`src/rtl/sse_feeder_if.sv`:
```
// sse_feeder_if -- bundle of all non-clock signals of the SSE operand feeder.
//   Producer side : wr_en, wr_a, wr_b (pair writes into the FIFO)
//   Control side  : start, frame_len (frame request), next (consumer strobe)
//   Operand side  : A, B, stop, valid, done (pair presented to the SSE stage)
//   Status side   : full, empty, level, overflow, underrun
// Modports:
//   master -- drives writes/control, observes operands/status (the environment)
//   slave  -- the feeder itself
// AW must match the AW of the sse_feeder instance it is bound to.
interface sse_feeder_if #(
  parameter int AW = 4
);
  logic          wr_en;
  logic [31:0]   wr_a;
  logic [31:0]   wr_b;
  logic          start;
  logic [AW:0]   frame_len;
  logic          next;
  logic [31:0]   A;
  logic [31:0]   B;
  logic          stop;
  logic          valid;
  logic          done;
  logic          full;
  logic          empty;
  logic [AW:0]   level;
  logic          overflow;
  logic          underrun;

  modport master (
    output wr_en, wr_a, wr_b, start, frame_len, next,
    input  A, B, stop, valid, done, full, empty, level, overflow, underrun
  );

  modport slave (
    input  wr_en, wr_a, wr_b, start, frame_len, next,
    output A, B, stop, valid, done, full, empty, level, overflow, underrun
  );
endinterface

```
`src/rtl/sse_feeder.sv`:
```
// sse_feeder -- buffers {reference, filter-output} sample pairs in a circular
// FIFO and presents them, one frame at a time, as A/B operands to a
// sum-of-squared-errors stage. Sample words pass through bit-exact.
// Ports:
//   clk  -- single clock, everything updates on its rising edge
//   rst  -- synchronous active-high reset, overrides every other input
//   bus  -- sse_feeder_if.slave: pair writes, frame start/length, consumer
//           next strobe, A/B operands with stop/valid/done, FIFO status and
//           sticky overflow/underrun flags
// Parameters:
//   DEPTH -- FIFO depth in pairs (power of two, 2..256)
//   AW    -- log2(DEPTH)
module sse_feeder #(
  parameter int DEPTH = 16,
  parameter int AW    = 4
) (
  input  logic        clk,
  input  logic        rst,
  sse_feeder_if.slave bus
);

  typedef enum logic [1:0] {
    IDLE   = 2'd0,
    PRIME  = 2'd1,
    STREAM = 2'd2,
    DONE   = 2'd3
  } state_t;

  localparam logic [AW:0]   DEPTH_L = (AW+1)'(DEPTH);
  localparam logic [AW:0]   ZERO_L  = '0;
  localparam logic [AW:0]   ONE_L   = (AW+1)'(1);
  localparam logic [AW-1:0] PTR_ONE = AW'(1);

  state_t        state_reg, state_next;

  logic [63:0]   mem [DEPTH];
  logic [AW-1:0] wr_ptr_reg;
  logic [AW-1:0] rd_ptr_reg;
  logic [AW:0]   level_reg;
  logic [AW:0]   remaining_reg;
  logic [31:0]   a_reg;
  logic [31:0]   b_reg;
  logic          overflow_reg;
  logic          underrun_reg;
  logic          pending_reg;
  logic          next_q_reg;

  logic          full;
  logic          empty;
  logic          next_edge;
  logic          len_ok;
  logic          rem_zero;
  logic          start_ok;
  logic          pop;
  logic          push;
  logic          underrun_evt;

  assign full      = (level_reg == DEPTH_L);
  assign empty     = (level_reg == ZERO_L);
  assign next_edge = bus.next & ~next_q_reg;
  assign len_ok    = (bus.frame_len != ZERO_L) && (bus.frame_len <= DEPTH_L);
  assign rem_zero  = (remaining_reg == ZERO_L);

  // A frame can only be launched from IDLE or DONE, so running frames are
  // never truncated by a stray start.
  assign start_ok  = bus.start && len_ok &&
                     ((state_reg == IDLE) || (state_reg == DONE));

  // A pending fetch (next arrived while the FIFO was empty) completes on the
  // first cycle data is available, with no further next edge required.
  assign pop = !empty &&
               ((state_reg == PRIME) ||
                ((state_reg == STREAM) && !rem_zero && (pending_reg || next_edge)));

  // The pop decision does not depend on wr_en, so a push into a full FIFO
  // can be accepted in the same cycle as a pop without a combinational loop.
  assign push = bus.wr_en && (!full || pop);

  assign underrun_evt = (state_reg == STREAM) && next_edge && !pending_reg &&
                        !rem_zero && empty;

  // Storage: no reset so it maps onto block RAM; reset discards contents by
  // clearing the pointers and level instead.
  always_ff @(posedge clk) begin
    if (push && !rst) begin
      mem[wr_ptr_reg] <= {bus.wr_a, bus.wr_b};
    end
  end

  // State register
  always_ff @(posedge clk) begin
    if (rst) begin
      state_reg <= IDLE;
    end else begin
      state_reg <= state_next;
    end
  end

  // Next-state logic
  always_comb begin
    state_next = state_reg;
    case (state_reg)
      IDLE:    if (start_ok) state_next = PRIME;
      PRIME:   if (!empty) state_next = STREAM;
      STREAM:  if (next_edge && !pending_reg && rem_zero) state_next = DONE;
      DONE:    if (start_ok) state_next = PRIME;
      default: state_next = IDLE;
    endcase
  end

  // Output logic
  always_comb begin
    bus.valid = 1'b0;
    bus.stop  = 1'b0;
    bus.done  = 1'b0;
    case (state_reg)
      STREAM: begin
        bus.valid = 1'b1;
        bus.stop  = rem_zero;
      end
      DONE: begin
        bus.valid = 1'b1;
        bus.stop  = 1'b1;
        bus.done  = 1'b1;
      end
      default: ;
    endcase
  end

  // FIFO pointers, occupancy, operand registers and frame bookkeeping
  always_ff @(posedge clk) begin
    if (rst) begin
      wr_ptr_reg    <= '0;
      rd_ptr_reg    <= '0;
      level_reg     <= '0;
      remaining_reg <= '0;
      a_reg         <= '0;
      b_reg         <= '0;
      overflow_reg  <= 1'b0;
      underrun_reg  <= 1'b0;
      pending_reg   <= 1'b0;
      next_q_reg    <= 1'b0;
    end else begin
      next_q_reg <= bus.next;

      if (push) begin
        wr_ptr_reg <= wr_ptr_reg + PTR_ONE;
      end

      case ({push, pop})
        2'b10:   level_reg <= level_reg + ONE_L;
        2'b01:   level_reg <= level_reg - ONE_L;
        default: level_reg <= level_reg;
      endcase

      if (pop) begin
        {a_reg, b_reg} <= mem[rd_ptr_reg];
        rd_ptr_reg     <= rd_ptr_reg + PTR_ONE;
        remaining_reg  <= remaining_reg - ONE_L;
      end else if (start_ok) begin
        remaining_reg  <= bus.frame_len;
      end

      if (underrun_evt) begin
        pending_reg <= 1'b1;
      end else if (pop) begin
        pending_reg <= 1'b0;
      end

      if (underrun_evt) begin
        underrun_reg <= 1'b1;
      end

      if (bus.wr_en && full && !pop) begin
        overflow_reg <= 1'b1;
      end
    end
  end

  assign bus.A        = a_reg;
  assign bus.B        = b_reg;
  assign bus.full     = full;
  assign bus.empty    = empty;
  assign bus.level    = level_reg;
  assign bus.overflow = overflow_reg;
  assign bus.underrun = underrun_reg;

endmodule

```
`src/flat_wrapper.sv`:
```
// flat-port wrapper written by rule: the top's interface ports become plain ports
module sse_feeder_flat 
#(
  parameter int DEPTH = 16,
  parameter int AW    = 4
)
  (clk, rst, bus_wr_en, bus_wr_a, bus_wr_b, bus_start, bus_frame_len, bus_next, bus_A, bus_B, bus_stop, bus_valid, bus_done, bus_full, bus_empty, bus_level, bus_overflow, bus_underrun);
  sse_feeder_if #(.AW(AW)) bus_i ();
  input  logic clk;
  input  logic rst;
  input wire logic [$bits(bus_i.wr_en)-1:0] bus_wr_en;
  input wire logic [$bits(bus_i.wr_a)-1:0] bus_wr_a;
  input wire logic [$bits(bus_i.wr_b)-1:0] bus_wr_b;
  input wire logic [$bits(bus_i.start)-1:0] bus_start;
  input wire logic [$bits(bus_i.frame_len)-1:0] bus_frame_len;
  input wire logic [$bits(bus_i.next)-1:0] bus_next;
  output wire logic [$bits(bus_i.A)-1:0] bus_A;
  output wire logic [$bits(bus_i.B)-1:0] bus_B;
  output wire logic [$bits(bus_i.stop)-1:0] bus_stop;
  output wire logic [$bits(bus_i.valid)-1:0] bus_valid;
  output wire logic [$bits(bus_i.done)-1:0] bus_done;
  output wire logic [$bits(bus_i.full)-1:0] bus_full;
  output wire logic [$bits(bus_i.empty)-1:0] bus_empty;
  output wire logic [$bits(bus_i.level)-1:0] bus_level;
  output wire logic [$bits(bus_i.overflow)-1:0] bus_overflow;
  output wire logic [$bits(bus_i.underrun)-1:0] bus_underrun;
  assign bus_i.wr_en = bus_wr_en;
  assign bus_i.wr_a = bus_wr_a;
  assign bus_i.wr_b = bus_wr_b;
  assign bus_i.start = bus_start;
  assign bus_i.frame_len = bus_frame_len;
  assign bus_i.next = bus_next;
  assign bus_A = bus_i.A;
  assign bus_B = bus_i.B;
  assign bus_stop = bus_i.stop;
  assign bus_valid = bus_i.valid;
  assign bus_done = bus_i.done;
  assign bus_full = bus_i.full;
  assign bus_empty = bus_i.empty;
  assign bus_level = bus_i.level;
  assign bus_overflow = bus_i.overflow;
  assign bus_underrun = bus_i.underrun;
  sse_feeder #(.DEPTH(DEPTH), .AW(AW)) u_core (.clk(clk), .rst(rst), .bus(bus_i));
endmodule
```
`config.mk`:
```
export PLATFORM = sky130hd
export DESIGN_NAME = sse_feeder_flat
export DESIGN_NICKNAME = d
export VERILOG_FILES = /design/src/rtl/sse_feeder_if.sv /design/src/rtl/sse_feeder.sv /design/src/flat_wrapper.sv
export SDC_FILE = /design/constraint.sdc
export NUM_CORES = 1
export LEC_CHECK = 0
export ABC_AREA = 1
export CAP_MARGIN = 20
export CELL_PAD_IN_SITES_DETAIL_PLACEMENT = 1
export CELL_PAD_IN_SITES_GLOBAL_PLACEMENT = 1
export CORE_ASPECT_RATIO = 1.75
export CORE_UTILIZATION = 54
export CTS_CLUSTER_DIAMETER = 40
export CTS_CLUSTER_SIZE = 14
export DETAILED_ROUTE_END_ITERATION = 7
export PLACE_DENSITY = 0.82
export SYNTH_ARGS = -nofsm -noshare
export SYNTH_HDL_FRONTEND = slang
export SYNTH_SLANG_ARGS = --single-unit
```
`constraint.sdc`:
```
create_clock -name clk -period 10.31 [get_ports clk]
set_input_delay 2.062 -clock clk [delete_from_list [all_inputs] [get_ports clk]]
set_output_delay 2.062 -clock clk [all_outputs]
set_load 0.1 [all_outputs]
```
# Yosys cells after proc, flatten, opt, wreduce, memory -nomap -nowiden
# Memories as Yosys holds them, arrays and structs flattened. A register that Yosys moved wholly into a read port is not among the register bits.
# Index checks and enable logic that the tools add are counted.
dict set report totals {
  ff_bits 24
  ram_bits 1024
  input_bits 74
  wordCells 77
  n_memories 1
}
# memory words word_bits rd rd_ports_with_merged_regs write_ports line
set memory_table {}
lappend memory_table {u_core.mem 16 64 1 1 1 sse_feeder.sv:36} ;# logic [63:0] mem [DEPTH];
dict set report op_classes {
  n_addsub 5
  order_cmp 1
  eq_ne 9
  muxes 14
  n_bitwise 2
  n_reduce_logical 36
}
# op n
set op_table {}
lappend op_table {{$logic_and 1x1->1} 16}
lappend op_table {{$logic_not 5->1} 2}
lappend op_table {{$mux 5} 2}
lappend op_table {{$pmux 5 s2} 1}
lappend op_table {{$sub 5x1->5 const B} 2}
lappend op_table {{$add 4x1->4 const B} 2}
lappend op_table {{$eq 2x2->1 const B} 3}
lappend op_table {{$logic_not 1->1} 6}
lappend op_table {{$mux 1} 6}
lappend op_table {{$mux 2} 3}
lappend op_table {{$pmux 2 s3} 1}
lappend op_table {{$reduce_bool 2->1} 3}
lappend op_table {{$add 5x1->5 const B} 1}
lappend op_table {{$eq 5x5->1 const B} 1}
lappend op_table {{$le 5x5->1 const B} 1}
lappend op_table {{$reduce_bool 5->1} 1}
lappend op_table {{$eq 2x1->1 const B} 2}
lappend op_table {{$logic_or 1x1->1} 4}
lappend op_table {{$ne 2x2->1 const B} 2}
lappend op_table {{$reduce_or 2->1} 2}
lappend op_table {{$reduce_and 3->1} 1}
lappend op_table {{$logic_not 2->1} 1}
lappend op_table {{$ne 2x1->1 const B} 1}
lappend op_table {{$pmux 1 s2} 1}
lappend op_table {{other kinds (2)} 2}

# Logic depth before layout (Yosys ltp)
dict set report depth {
  depth_word 11
  mapped_depth 20
}

# Worst setup path before layout
# Ideal clock, no wire load.
dict set report synth_timing {
  path_kind {input port to flip-flop}
  startpoint {input port bus_next}
  endpoint {memory u_core.mem[0][0] (enable)}
  setup_time_ns 0.486
  arrival_time_ns 5.562
  slack_ns 4.262
  path_stages 10
  n_path_buf 0
  path_cell_list {nand2_1 nand2_1 nand3_1 nand2_1 nand2_4 nand2_1 nand2_1 inv_1 nand2_1 nor2_1}
}
dict set report synth_via {
  elab_chain_cells 10
}
# element line
set synth_lines {}
lappend synth_lines {{start, declared} flat_wrapper.sv:16} ;# input wire logic [$bits(bus_i.next)-1:0] bus_next;
lappend synth_lines {{$and 1x1->1} sse_feeder.sv:60} ;# assign next_edge = bus.next & ~next_q_reg;
lappend synth_lines {{$logic_or 1x1->1} sse_feeder.sv:73} ;# ((state_reg == STREAM) && !rem_zero && (pending_reg || next_edge)));
lappend synth_lines {{$logic_and 1x1->1} sse_feeder.sv:73}
lappend synth_lines {{$logic_or 1x1->1} sse_feeder.sv:72} ;# ((state_reg == PRIME) ||
lappend synth_lines {{$logic_and 1x1->1} sse_feeder.sv:71} ;# assign pop = !empty &&
lappend synth_lines {{$logic_or 1x1->1} sse_feeder.sv:77} ;# assign push = bus.wr_en && (!full || pop);
lappend synth_lines {{$logic_and 1x1->1} sse_feeder.sv:77}
lappend synth_lines {{$logic_and 1x1->1} sse_feeder.sv:85} ;# if (push && !rst) begin
lappend synth_lines {{$mux 1} sse_feeder.sv:85}
lappend synth_lines {{$mux 1 (implied by the code)} sse_feeder.sv:86} ;# mem[wr_ptr_reg] <= {bus.wr_a, bus.wr_b};
lappend synth_lines {{end, declared} sse_feeder.sv:36}
# No other way between the ends.

# Worst setup path after layout
dict set report layout_timing {
  startpoint {input port bus_next}
  endpoint {memory u_core.mem[13][34] (enable)}
}
# The elaborated chain is that of the path after synthesis.

==> impl_results.md <==
- Status: finished, final reports clean
- RSZ-0062 raised after global routing: false
- Area Overhead vs Synth: 12.5%
- Initial Util: 54.8%
- H-tree levels: 3
- PD cells: 280 mW/mm2
- Critical Path Fanout Max: 40
- Max VDD drop: 310 uV
- Post-synthesis net count: 3559
- Max Slew Vio Count: 0
- Final Hold Fails: 0
- Hpwl dp: 69.9 mm
- CTS Root Cell: clkbuf_16
- Core box area: 0.0801 mm2
- Tot GR Track Use: 32.2%
- Post-Place Cells: 4472
- Comb pwr share: 33.7%
- Pre-CTS setup slack: 4.29 ns
- YS warnings: 0
- DR WL/cell: 28.3 um
- Gr ovfl total: 0
- Die width: 217 um
- Post-route setup TNS: 0 ns
- LEAKAGE: 16.1 nW
- Startpoint types: input pin
- Clock power frac: 27.2%
- Worst Skew: 0.0355 ns
- Worst Setup SP: bus_next
- PostCTS Resize Cnt: 0
- Worst-Margin Slew: 1.16 ns
- Num Clock Sinks: 1112
- Synthesized area: 0.0439 mm2
- Chip Height: 379 um
- GPL Wtd Cong: 0.827
- Post-synth ARST share: 0%
- Vias: 29800
- Top-count cell post-synth: edfxtp_1
- Unique cell type count in the Yosys netlist: 29
- CTS tree: done
- Max reg flops: 1024
- Drt total wl: 132 mm
- Net Switching: 5.45 mW
- CP endpoint kind: flip-flop
- Kind of critical path: input pin to flip-flop
- Post-Synthesis Cells: 3471
- Avg Cell Area, Syn: 12.6 um2
- Worst-Skew Late Latency: 0.71 ns
- Vias in the first global route: 32600
- Critical path arrival: 5.66 ns
- Relative slew slack: 22.7%
- Via density: 6.39
- Dominant cells by area after synthesis: edfxtp_1, nor2_1, o21ai_0
- Iter 0 DRT Violations: 2857
- Post-synth EDFFs: 1024
- Worst Min Path Start: u_core.bus.underrun
- Yosys top cell area share: 70.1%
- Final Critical Period: 5.35 ns
- Largest net degree at the start of global routing: 172
- R2r startpoint: u_core.rd_ptr_reg[0]
- Largest Register: u_core.mem
- Sw frac: 39.4%
- I/O pin cnt: 150
- Top cell type by total area after synthesis: edfxtp_1
- Synth top cells by count: edfxtp_1, nor2_1, o21ai_0
- Fin worst setup slack: 4.96 ns
- Clk buf depth: 3
- Core Rows: 137
- Share of cells above drive strength 1: 5.99%
- Final Setup Violations: 0
- HP Class: flip-flop to flip-flop
- Register share of total power: 39.0%
- Post-CTS Setup Inserts: 0
- Max-Cap Viols: 0
- Final Non-Filler Cells: 4668
- CTS buffer count: 101
- Final Cycle Share: 51.9%
- First-pass iteration count of the detailed router: 6
- Post-route DRC: 0
- Die area: 0.0824 mm2
- CP Data Required Time: 10.62 ns
- Clk slew on worst S/H paths: 0.06 ns
- Hold-fix buffers, CTS: 0
- Main flop type after synthesis: edfxtp_1
- Fmax: 187 MHz
- First-pass GRT wire length: 197 mm
- Initial antenna violation count: 5
- Internal: 8.39 mW
- Flip-flop and latch count after synthesis: 1112
- Antenna Nets Post-Route: 0
- Sequential-to-total area share from yosys stat: 74.1%
- NumNets Final: 3625
- Port Buf Inserts: 149
==> critical path, stage by stage <==
cell             delay (ns)
clkdlybuf4s50_1        0.50
nand2_1                0.08
nand2_1                0.07
nand3_1                0.07
nand2_1                0.11
nand2_4                0.15
nand2_1                0.14
nand2_1                0.17
inv_1                  0.22
nand2_1                0.30
nor2_4                 0.92
buf_4                  0.83
==> kinds of logic after synthesis <==
family / synth area share, %
flip-flops: 74.1
XOR/XNOR: 0.120
adder cells (fa/ha/maj): 0.416
AO/OA/AOI/OAI: 10.8
AND/OR/NAND/NOR: 10.9
buffers and inverters: 3.64
==> worst paths after layout <==
check	cells past startpoint	to	slack (ns)
setup / recovery	12	u_core.mem[13][34]	4.96
hold / removal	2	u_core.bus.underrun	0.46
setup reg to reg	9	u_core.bus.A[17]	5.36
hold reg to reg	2	u_core.bus.underrun	0.46
==> placed cells by master (no fill, tap or decap), types with 2 or more instances in the layout <==
cell             count
dfxtp_4              4
dfxtp_1             84
clkbuf_1            46
o21ai_1            115
clkinvlp_4           7
o21ai_0            412
buf_4               46
clkbuf_16          102
o211ai_1           193
clkinv_2             4
o221ai_1            64
nand3_1            213
clkinv_4             3
inv_1               99
ha_1                13
inv_6               12
edfxtp_1          1024
nor2_4              16
nand4_1              4
buf_16               5
diode_2              4
nand2_1            105
clkdlybuf4s50_1    148
nor2_1             852
bufinv_16            8
a21oi_1             16
clkinv_1             2
xor2_1               5
nor3_1               5
clkbuf_8             4
==> metal layers <==
layer	share of wire [%]	vias up	global-route usage, %	wire length [um]
met3	6.6	360	4.78	8720
met2	53	1448	57.0	69900
met1	36	15300	37.3	47400
li1	-	12700	-	-
met5	0.013	-	0	17
met4	4.6	2	17.7	6030
==> through the flow <==
stage	hold WS [ns]	utilization [%]	area [um2]	total power [mW]
2_1_floorplan	0.453	-	43900	8.79
3_3_place_gp	0.444	57.4	46000	9.76
3_5_place_dp	0.451	57.4	46000	10.1
4_1_cts	0.463	61.5	49200	13.9
5_1_grt	0.489	61.6	49300	14.4
6_report	0.461	61.6	49300	13.8
==> power by group through the flow <==
stage | logic [mW] | clock network [mW] | registers, mW
floorplan | 2.47 | 0 | 6.32
global placement | 4.29 | 0 | 5.47
detailed placement | 4.58 | 0 | 5.49
CTS | 4.67 | 3.80 | 5.40
global route | 5.01 | 3.93 | 5.42
finish | 4.67 | 3.77 | 5.40
==> cell type report <==
cell class / instances / area, um2
fill: 7730 / 30700
clock inverter: 36 / 465
clock buffer: 152 / 2780
timing repair buffer: 199 / 1960
tap: 1042 / 1300
multi-input combinational: 2019 / 9880
sequential: 1112 / 32500
antenna: 4 / 10.0
inverter: 104 / 415
No activity file was read; power rests on OpenSTA's default activity.
